$ cat config.mk
export PLATFORM = sky130hd
export DESIGN_NAME = gray_monitor
export DESIGN_NICKNAME = d
export VERILOG_FILES = /design/src/rtl/gray_mon_pkg.sv /design/src/rtl/gray2bin.sv /design/src/rtl/gray_monitor.sv
export SDC_FILE = /design/constraint.sdc
export NUM_CORES = 1
export LEC_CHECK = 0
export BUFFER_PORTS_ARGS = -buffer_cell sky130_fd_sc_hd__buf_2
export CAP_MARGIN = 20
export CORE_AREA = 10 10 74 70
export DETAILED_ROUTE_END_ITERATION = 6
export DIE_AREA = 0 0 84 80
export PLACE_DENSITY = 0.78
export SLEW_MARGIN = 10
export SYNTH_ARGS = -nofsm -noshare
export SYNTH_HDL_FRONTEND = slang
export SYNTH_HIERARCHICAL = 1
export SYNTH_SLANG_ARGS = --single-unit
$ cat constraint.sdc
create_clock -name Clk -period 4 [get_ports Clk]
set_clock_uncertainty 0.2 [all_clocks]
set_input_delay 0.8 -clock Clk [delete_from_list [all_inputs] [get_ports Clk]]
set_output_delay 0.8 -clock Clk [all_outputs]
set_load 0.02 [all_outputs]
$ cat src/rtl/gray_mon_pkg.sv
`default_nettype none
// ============================================================================
//  Module      : gray_mon_pkg
//  Description : Shared encodings for the Gray counter monitor. These are the
//                FSM state codes and the step classification of one sample
//                against the previous one.
//                Optional macro GRAY_MON_DOWN_EN adds the DEC and UNDER
//                step classes.
//  Revision    : 1.0 - initial release
// ============================================================================
package gray_mon_pkg;

    // FSM state encoding
    localparam logic [1:0] S_IDLE  = 2'd0;
    localparam logic [1:0] S_TRACK = 2'd1;
    localparam logic [1:0] S_ERROR = 2'd2;

    // Step classification of a new sample relative to the reference sample
    localparam logic [2:0] HOLD    = 3'd0;
    localparam logic [2:0] ADV     = 3'd1;
    localparam logic [2:0] WRAP    = 3'd2;
    localparam logic [2:0] ILLEGAL = 3'd3;
`ifdef GRAY_MON_DOWN_EN
    localparam logic [2:0] DEC     = 3'd4;
    localparam logic [2:0] UNDER   = 3'd5;
`endif

endpackage
`default_nettype wire

$ cat src/rtl/gray2bin.sv
`default_nettype none
// ============================================================================
//  Module      : gray2bin
//  Description : Purely combinational Gray-to-binary decoder. Each binary bit
//                is the XOR of its own Gray bit and every Gray bit above it.
//  Revision    : 1.0 - initial release
// ============================================================================
module gray2bin #(
    parameter int WIDTH = 3
) (
    input  logic [WIDTH-1:0] i_gray,
    output logic [WIDTH-1:0] o_bin
);

    // Each bit is computed as an independent reduction, which avoids a
    // self-referencing ripple chain.
    for (genvar i = 0; i < WIDTH; i++) begin : g_bit
        assign o_bin[i] = ^i_gray[WIDTH-1:i];
    end

endmodule
`default_nettype wire

$ cat src/rtl/gray_monitor.sv
`default_nettype none
// ============================================================================
//  Module      : gray_monitor
//  Description : Samples an upstream Gray counter on Valid. It checks every
//                step for a legal single-bit advance and extends the count
//                into a wide running total plus a wrap counter. Illegal
//                steps are flagged with a one-cycle pulse and a sticky flag.
//                Optional macro GRAY_MON_DOWN_EN also accepts decrements
//                and underflows as legal steps.
//  Revision    : 1.0 - initial release
// ============================================================================
module gray_monitor #(
    parameter int WIDTH  = 3,
    parameter int CNT_W  = 16,
    parameter int WRAP_W = 8
) (
    input  logic              Clk,
    input  logic              Reset_n,
    input  logic              Valid,
    input  logic [WIDTH-1:0]  Gray,
    input  logic              Clear,
    output logic [WIDTH-1:0]  Binary,
    output logic [CNT_W-1:0]  Total,
    output logic [WRAP_W-1:0] Wraps,
    output logic              Locked,
    output logic              Step_err,
    output logic              Err_sticky
);

    import gray_mon_pkg::*;

    localparam logic [WIDTH-1:0] c_max  = '1;
    localparam logic [WIDTH-1:0] c_zero = '0;

    logic [1:0]        r_state;
    logic [WIDTH-1:0]  r_prev;
    logic [WIDTH-1:0]  r_binary;
    logic [CNT_W-1:0]  r_total;
    logic [WRAP_W-1:0] r_wraps;
    logic              r_locked;
    logic              r_step_err;
    logic              r_err_sticky;

    logic [WIDTH-1:0]  w_b;
    logic [WIDTH-1:0]  w_p;
    logic [2:0]        w_step;

    gray2bin #(.WIDTH(WIDTH)) u_dec_gray (
        .i_gray (Gray),
        .o_bin  (w_b)
    );

    gray2bin #(.WIDTH(WIDTH)) u_dec_prev (
        .i_gray (r_prev),
        .o_bin  (w_p)
    );

    // Classify the incoming sample against the reference sample
    always_comb begin
        w_step = ILLEGAL;
        if (Gray == r_prev) begin
            w_step = HOLD;
        end else if ((w_p != c_max) && (w_b == w_p + 1'b1)) begin
            w_step = ADV;
        end else if ((w_p == c_max) && (w_b == c_zero)) begin
            w_step = WRAP;
`ifdef GRAY_MON_DOWN_EN
        end else if ((w_p != c_zero) && (w_b == w_p - 1'b1)) begin
            w_step = DEC;
        end else if ((w_p == c_zero) && (w_b == c_max)) begin
            w_step = UNDER;
`endif
        end
    end

    // Tracking FSM with all outputs registered; Clear acts as a synchronous reset
    always_ff @(posedge Clk or negedge Reset_n) begin
        if (!Reset_n) begin
            r_state      <= S_IDLE;
            r_prev       <= '0;
            r_binary     <= '0;
            r_total      <= '0;
            r_wraps      <= '0;
            r_locked     <= 1'b0;
            r_step_err   <= 1'b0;
            r_err_sticky <= 1'b0;
        end else if (Clear) begin
            r_state      <= S_IDLE;
            r_prev       <= '0;
            r_binary     <= '0;
            r_total      <= '0;
            r_wraps      <= '0;
            r_locked     <= 1'b0;
            r_step_err   <= 1'b0;
            r_err_sticky <= 1'b0;
        end else begin
            r_step_err <= 1'b0;
            if (Valid) begin
                case (r_state)
                    S_IDLE: begin
                        // First sample only establishes the reference
                        r_prev   <= Gray;
                        r_binary <= w_b;
                        r_total  <= {{(CNT_W-WIDTH){1'b0}}, w_b};
                        r_state  <= S_TRACK;
                        r_locked <= 1'b1;
                    end
                    S_TRACK: begin
                        case (w_step)
                            HOLD: begin
                            end
                            ADV: begin
                                r_prev   <= Gray;
                                r_binary <= w_b;
                                r_total  <= r_total + 1'b1;
                            end
                            WRAP: begin
                                r_prev   <= Gray;
                                r_binary <= w_b;
                                r_total  <= r_total + 1'b1;
                                r_wraps  <= r_wraps + 1'b1;
                            end
`ifdef GRAY_MON_DOWN_EN
                            DEC: begin
                                r_prev   <= Gray;
                                r_binary <= w_b;
                                r_total  <= r_total - 1'b1;
                            end
                            UNDER: begin
                                r_prev   <= Gray;
                                r_binary <= w_b;
                                r_total  <= r_total - 1'b1;
                                r_wraps  <= r_wraps - 1'b1;
                            end
`endif
                            default: begin
                                // Counts hold; the new code becomes the resync reference
                                r_prev       <= Gray;
                                r_step_err   <= 1'b1;
                                r_err_sticky <= 1'b1;
                                r_state      <= S_ERROR;
                                r_locked     <= 1'b0;
                            end
                        endcase
                    end
                    S_ERROR: begin
                        // Resync without checking; counts are not touched
                        r_prev   <= Gray;
                        r_binary <= w_b;
                        r_state  <= S_TRACK;
                        r_locked <= 1'b1;
                    end
                    default: begin
                        r_state  <= S_IDLE;
                        r_locked <= 1'b0;
                    end
                endcase
            end
        end
    end

    assign Binary     = r_binary;
    assign Total      = r_total;
    assign Wraps      = r_wraps;
    assign Locked     = r_locked;
    assign Step_err   = r_step_err;
    assign Err_sticky = r_err_sticky;

endmodule
`default_nettype wire

### Word-level counts from Yosys, hierarchy flattened

Cells that the tools add are included.

* logic and storage cells: 81
* output and inout bits: 30
* flip-flop bits (word level): 35
* input port bits: 7

* add/sub/neg operators: 3
* eq/ne operators: 12
* reductions and logical operators: 23
* multiplexer cells: 35

Operators with widths (number)
* $mux W16: 3
* $mux W8: 4
* $pmux W16 S2: 1
* $mux W3: 7
* $add A16 B1 Y16 const B: 1
* $reduce_and A3 Y1: 5
* $mux W1: 12
* $ne A3 B3 Y1 const B: 4
* $pmux W3 S2: 2
* $add A8 B1 Y8 const B: 1
* $mux W2: 4
* $eq A3 B3 Y1: 2
* $logic_not A3 Y1: 2
* $reduce_bool A2 Y1: 3
* $reduce_bool A3 Y1: 2
* $reduce_xor A3 Y1: 2
* $pmux W2 S2: 1
* $reduce_or A2 Y1: 2
* $reduce_xor A2 Y1: 2
* $add A3 B1 Y3 const B: 1
* $eq A3 B1 Y1 const B: 1
* $eq A3 B2 Y1 const B: 1
* $eq A3 B3 Y1 const B: 1
* $reduce_or A3 Y1: 1
* 7 further kinds: 8

### Depth between registers and ports, before layout

* depth in word-level cells: 12
* mapped depth: 13

### Hierarchy

Netlist, hierarchy kept.

By module, submodules not included
* gray_monitor: area an instance 1875.5 sq um, times used 1, cells an instance 198, sequential area each 850.8 sq um
* gray2bin: area an instance 40.0 sq um, times used 2, cells an instance 3, sequential area each 0.0 sq um

### Worst setup path after synthesis

OpenSTA, ideal clock, no wires.

* kind: input to register
* start: input port Gray[1]
* end: register r_total[10] (netlist: Total[10])
* path slack: 0.709 ns
* arrival time: 3.013 ns
* data required time: 3.723 ns
* cell stages on the path: 8
* path through: xor3_1 > o41ai_1 > ha_1 > nand2_1 > a21oi_2 > buf_6 > or4_1 > a21oi_1

* cells in the longest elaborated chain, start to end: 10

RTL lines
* start, declared: RTL line gray_monitor.sv:20 `input logic [WIDTH-1:0] Gray,`
* $reduce_xor A3 Y1 / $reduce_xor A2 Y1 (equally long branches): RTL line gray2bin.sv:18 `assign o_bin[i] = ^i_gray[WIDTH-1:i];`
* $logic_not A3 Y1: RTL line gray_monitor.sv:65 `end else if ((w_p == c_max) && (w_b == c_zero)) begin`
* $logic_and A1 B1 Y1: RTL line gray_monitor.sv:65
* $mux W1: RTL line gray_monitor.sv:65
* $mux W2: RTL line gray_monitor.sv:63 `end else if ((w_p != c_max) && (w_b == w_p + 1'b1)) begin`
* $mux W3 *: RTL line gray_monitor.sv:61 `if (Gray == r_prev) begin`
* $eq A3 B2 Y1 / $eq A3 B1 Y1 (equally long branches): RTL line gray_monitor.sv:109 `case (w_step)`
* $reduce_or A2 Y1 (no line) *
* $ne A3 B3 Y1 (no line) *
* $reduce_and A3 Y1 (no line) *
* end signal, assigned: RTL line gray_monitor.sv:104 `r_total <= {{(CNT_W-WIDTH){1'b0}}, w_b};`
* end signal, assigned: RTL line gray_monitor.sv:115 `r_total <= r_total + 1'b1;`
* end signal, assigned: RTL line gray_monitor.sv:120 `r_total <= r_total + 1'b1;`
* end, declared: RTL line gray_monitor.sv:38 `logic [CNT_W-1:0] r_total;`

Every way passes the cells marked *; elsewhere a longest branch is shown, timed or not.
A chain may end at the register's enable or synchronous reset.

### Final worst setup path

* start: register r_prev[1]
* end: register r_total[13] (netlist: Total[13])

* cells in the longest elaborated chain, start to end: 10

RTL lines
* start, declared: RTL line gray_monitor.sv:36 `logic [WIDTH-1:0] r_prev;`
* start signal, assigned: RTL line gray_monitor.sv:102 `r_prev <= Gray;`
* start signal, assigned: RTL line gray_monitor.sv:113 `r_prev <= Gray;`
* start signal, assigned: RTL line gray_monitor.sv:118 `r_prev <= Gray;`
* $reduce_xor A3 Y1 *: RTL line gray2bin.sv:18
* named net w_p[0]: RTL line gray_monitor.sv:45 `logic [WIDTH-1:0] w_p;`
* $add A3 B1 Y3 / $eq A3 B3 Y1 (equally long branches): RTL line gray_monitor.sv:63, gray_monitor.sv:65
* $eq A3 B3 Y1 / $logic_and A1 B1 Y1 (equally long branches): RTL line gray_monitor.sv:63, gray_monitor.sv:65
* $logic_and A1 B1 Y1 / $mux W1 (equally long branches): RTL line gray_monitor.sv:63, gray_monitor.sv:65
* $mux W2 *: RTL line gray_monitor.sv:63
* $mux W3 *: RTL line gray_monitor.sv:61
* $eq A3 B2 Y1 / $eq A3 B1 Y1 (equally long branches): RTL line gray_monitor.sv:109
* $reduce_or A2 Y1 (no line) *
* $ne A3 B3 Y1 (no line) *
* $reduce_and A3 Y1 (no line) *

Mark *: on every way through the listed nets, which the timed path passes. The rest lies on a longest branch.

==> impl_results.md <==
* DR iter-0 viols at between 60 and 70
* CP Capture Type: flip-flop
* Asr flop ratio synth at 100%
* Most frequent cells in the layout: buf_2 (36), dfrtp_1 (34), a21oi_1 (17)
* Setup ws final at ~0.49 ns
* Cell count after synthesis at between 200 and 250
* Most used cell, CP: ha_1
* FF+latch count, synth at 34
* Clock buffer depth at 2
* Final hold viol count at 0
* Ant diodes at 0
* CP Cell Sequence: xor3_1 -> ha_1 -> ha_1 -> xor2_1 -> nor4_1 -> nor2_1 -> ha_1 -> nand2_1 -> a21oi_2 -> buf_4 -> or4_1 -> a21oi_1
* Vias in the first global route at between 1500 and 2000
* Top_reg_cell synth: dfrtp_1
* DIE WIDTH at approximately 84 µm
* # fillers at approximately 330
* Setup Viol. Count Final at 0
* CP peak stage delay at just over 0.5 ns
* Post-DRT Antenna Nets at 0
* Cell area power density at about 350 nW/µm²
* Drt first pass iters at 5
* Area grow syn2layout at 14.0%
* Num ports at 37
* Share of cells above drive strength 1 at between 20% and 30%
* Slew margin rel. at around 50%
* CP top delay family: simple AND/OR/NAND/NOR gates
* Yosys warns at 6
* Sequential element share of the synthesized area at 43.5%
* P_leak at between 0.001 and 0.0015 µW
* Storage element area at approximately 850 µm²
* Syn nets at about 220
* Final Max Slew Viols at 0
* Inserted Clock Buffers at 5
* Global route overflow at 0
* GPL Wtd Cong at roughly 0.80
* Critical path depth at 12
* Critical Path RT at approximately 4.0 ns
* Clk sink count at 34
* WL per Instance at between 10 and 15 µm
* Die height at around 80 µm
* Drt total wl at roughly 4000 µm
* Synthesized area per cell at roughly 9.6 µm²
* PortBufs at 36
* Fin crit period at between 3 and 4 ns
* Fmax at ~280 MHz
* Initial core utilization at between 50% and 60%
* Hpwl dp at between 2000 and 3000 µm
* Commonest non-fill, non-tap cell in the layout: buf_2
* CP max-delay cell: or4_1
* Pre-CTS setup slack at about 0.44 ns
* Fin crit share at 87.8%
* CTS HTree Levels at 2
* Distinct cell type count after synthesis at 38
* Critical path class: reg -> reg
* CTS tree: yes
* R2R depth at 12
* Max-cap violations at 0
* Hold Crit Class: reg -> reg
* Initial antenna violation count at 0
* Largest net degree at the start of global routing at 35
* CP Max Fanout at 31
* Core Rows at 21
* Total GRT Usage at between 10% and 20%
* DR vias at 1581
* Status: finished clean
* Nets at around 250
* Clk pin slew, worst setup/hold paths at 0.07 ns
* CP bufs+invs at 1
* Global-route wire length before repair at 6930 µm
* Final Util at between 60% and 70%
* Multi-input logic area at 997 µm²
* Routed vias/inst at about 5.6
* Setup TNS at 0 ns
* Min Hold Slack at 0.286 ns
* Cell Area, Synth at 1960 µm²
* Die Area at ~6700 µm²
* Post-CTS setup buffer count at 0
* Worst setup SP type: flip-flop
* Core area at between 3000 and 4000 µm²
* Hold Path Depth at 2
* Hold Buf Count CTS at 0
* RSZ-0062 raised after global routing: false
* EDFF count, synth at 0
* Root Buffer: clkbuf_8
* DRC Markers at 0
* Arrival time worst endpoint at between 3 and 4 ns
* Pin slew with the least headroom to its limit at around 0.75 ns
* Post-CTS sizing at 0
* Clk_lat worst skew at between 0.2 and 0.3 ns
* Worst VDD drop at 0.210 mV
stage by stage:
stage | cells | area [µm²] | total power, µW
CTS | 284 | 2230 | 800
detailed placement | 276 | 2140 | 539
global placement | 276 | 2140 | 537
global route | 284 | 2230 | 827
floorplan | 204 | 1960 | 496
finish | 284 | 2230 | 788
final cells by class:
class,instances,share of cell area [%]
Clock buffer,7,3.87
Clock inverter,1,0.224
Sequential cell,34,38.2
Tap cell,46,2.58
Multi-Input combinational cell,149,44.7
Timing Repair Buffer,39,9.09
Inverter,8,1.35
sequential cells by signal, summed over array words and instances, names as in the netlist:
signal      count
Binary          3
Total          16
r_state         1
Wraps           8
Locked          1
Err_sticky      1
Step_err        1
r_prev          3
worst register-to-register path, cell delays in order, from the launching register on:
cell and delay [ns]:
dfrtp_1 0.41, xor3_1 0.48, ha_1 0.22, ha_1 0.28, xor2_1 0.15, nor4_1 0.22
nor2_1 0.11, ha_1 0.30, nand2_1 0.10, a21oi_2 0.06, buf_4 0.23, or4_1 0.52
a21oi_1 0.17
worst paths after layout:
| check | startpoint | to | slack (ns) |
|---|---|---|---|
| worst min-delay path | Binary[1]$_DFFE_PN0P_ | Binary[1]$_DFFE_PN0P_ | 0.29 |
| min in group asynchronous | Reset_n | Total[10]$_DFFE_PN0P_ | 0.38 |
| max in group asynchronous | Reset_n | r_prev[0]$_DFFE_PN0P_ | 2.74 |
| worst min register to register | Binary[1]$_DFFE_PN0P_ | Binary[1]$_DFFE_PN0P_ | 0.29 |
| worst max-delay path | r_prev[1]$_DFFE_PN0P_ | Total[13]$_DFFE_PN0P_ | 0.49 |
| worst max register to register | r_prev[1]$_DFFE_PN0P_ | Total[13]$_DFFE_PN0P_ | 0.49 |
cell usage after synthesis (all sizes together) (6+ instances only):
cell type  count  share of area, %
or4           10               3.8
o31ai         13               5.0
nand3          6               1.5
a21oi         18               4.8
xor2           9               4.0
inv            8               1.5
nand2b         6               1.9
o21ai         15               3.8
ha             7               4.5
nand4          6               2.2
buf            9               3.1
dfrtp         34                44
nor2          10               1.9
nand2         16               3.1
logic make-up (layout without fill, tap and decap cells):
kind of cell / after synthesis / after routing / synth area share (%)
and+or+nand+nor: 72 / 72 / 20.7
AOI/OAI and AO/OA: 51 / 51 / 15.5
DFF: 34 / 34 / 43.5
buffers and inverters: 21 / 55 / 5.50
xor gates and xnor gates: 16 / 16 / 8.70
adders and majority gates: 7 / 7 / 4.48
muxes: 3 / 3 / 1.54
per-layer routing:
layer	global-route usage (%)	wire [µm]
met3	3.57	188
met5	0	0
met1	14.4	1830
met2	20.9	1960
met4	4.52	33
report_power, final:
group	switching (µW)	leakage [µW]	internal (µW)
combinational	92.6	0.000538	59.2
clock	119	0.0000482	139
sequential	19.7	0.000464	359
Power figures use the tool's default switching activity.
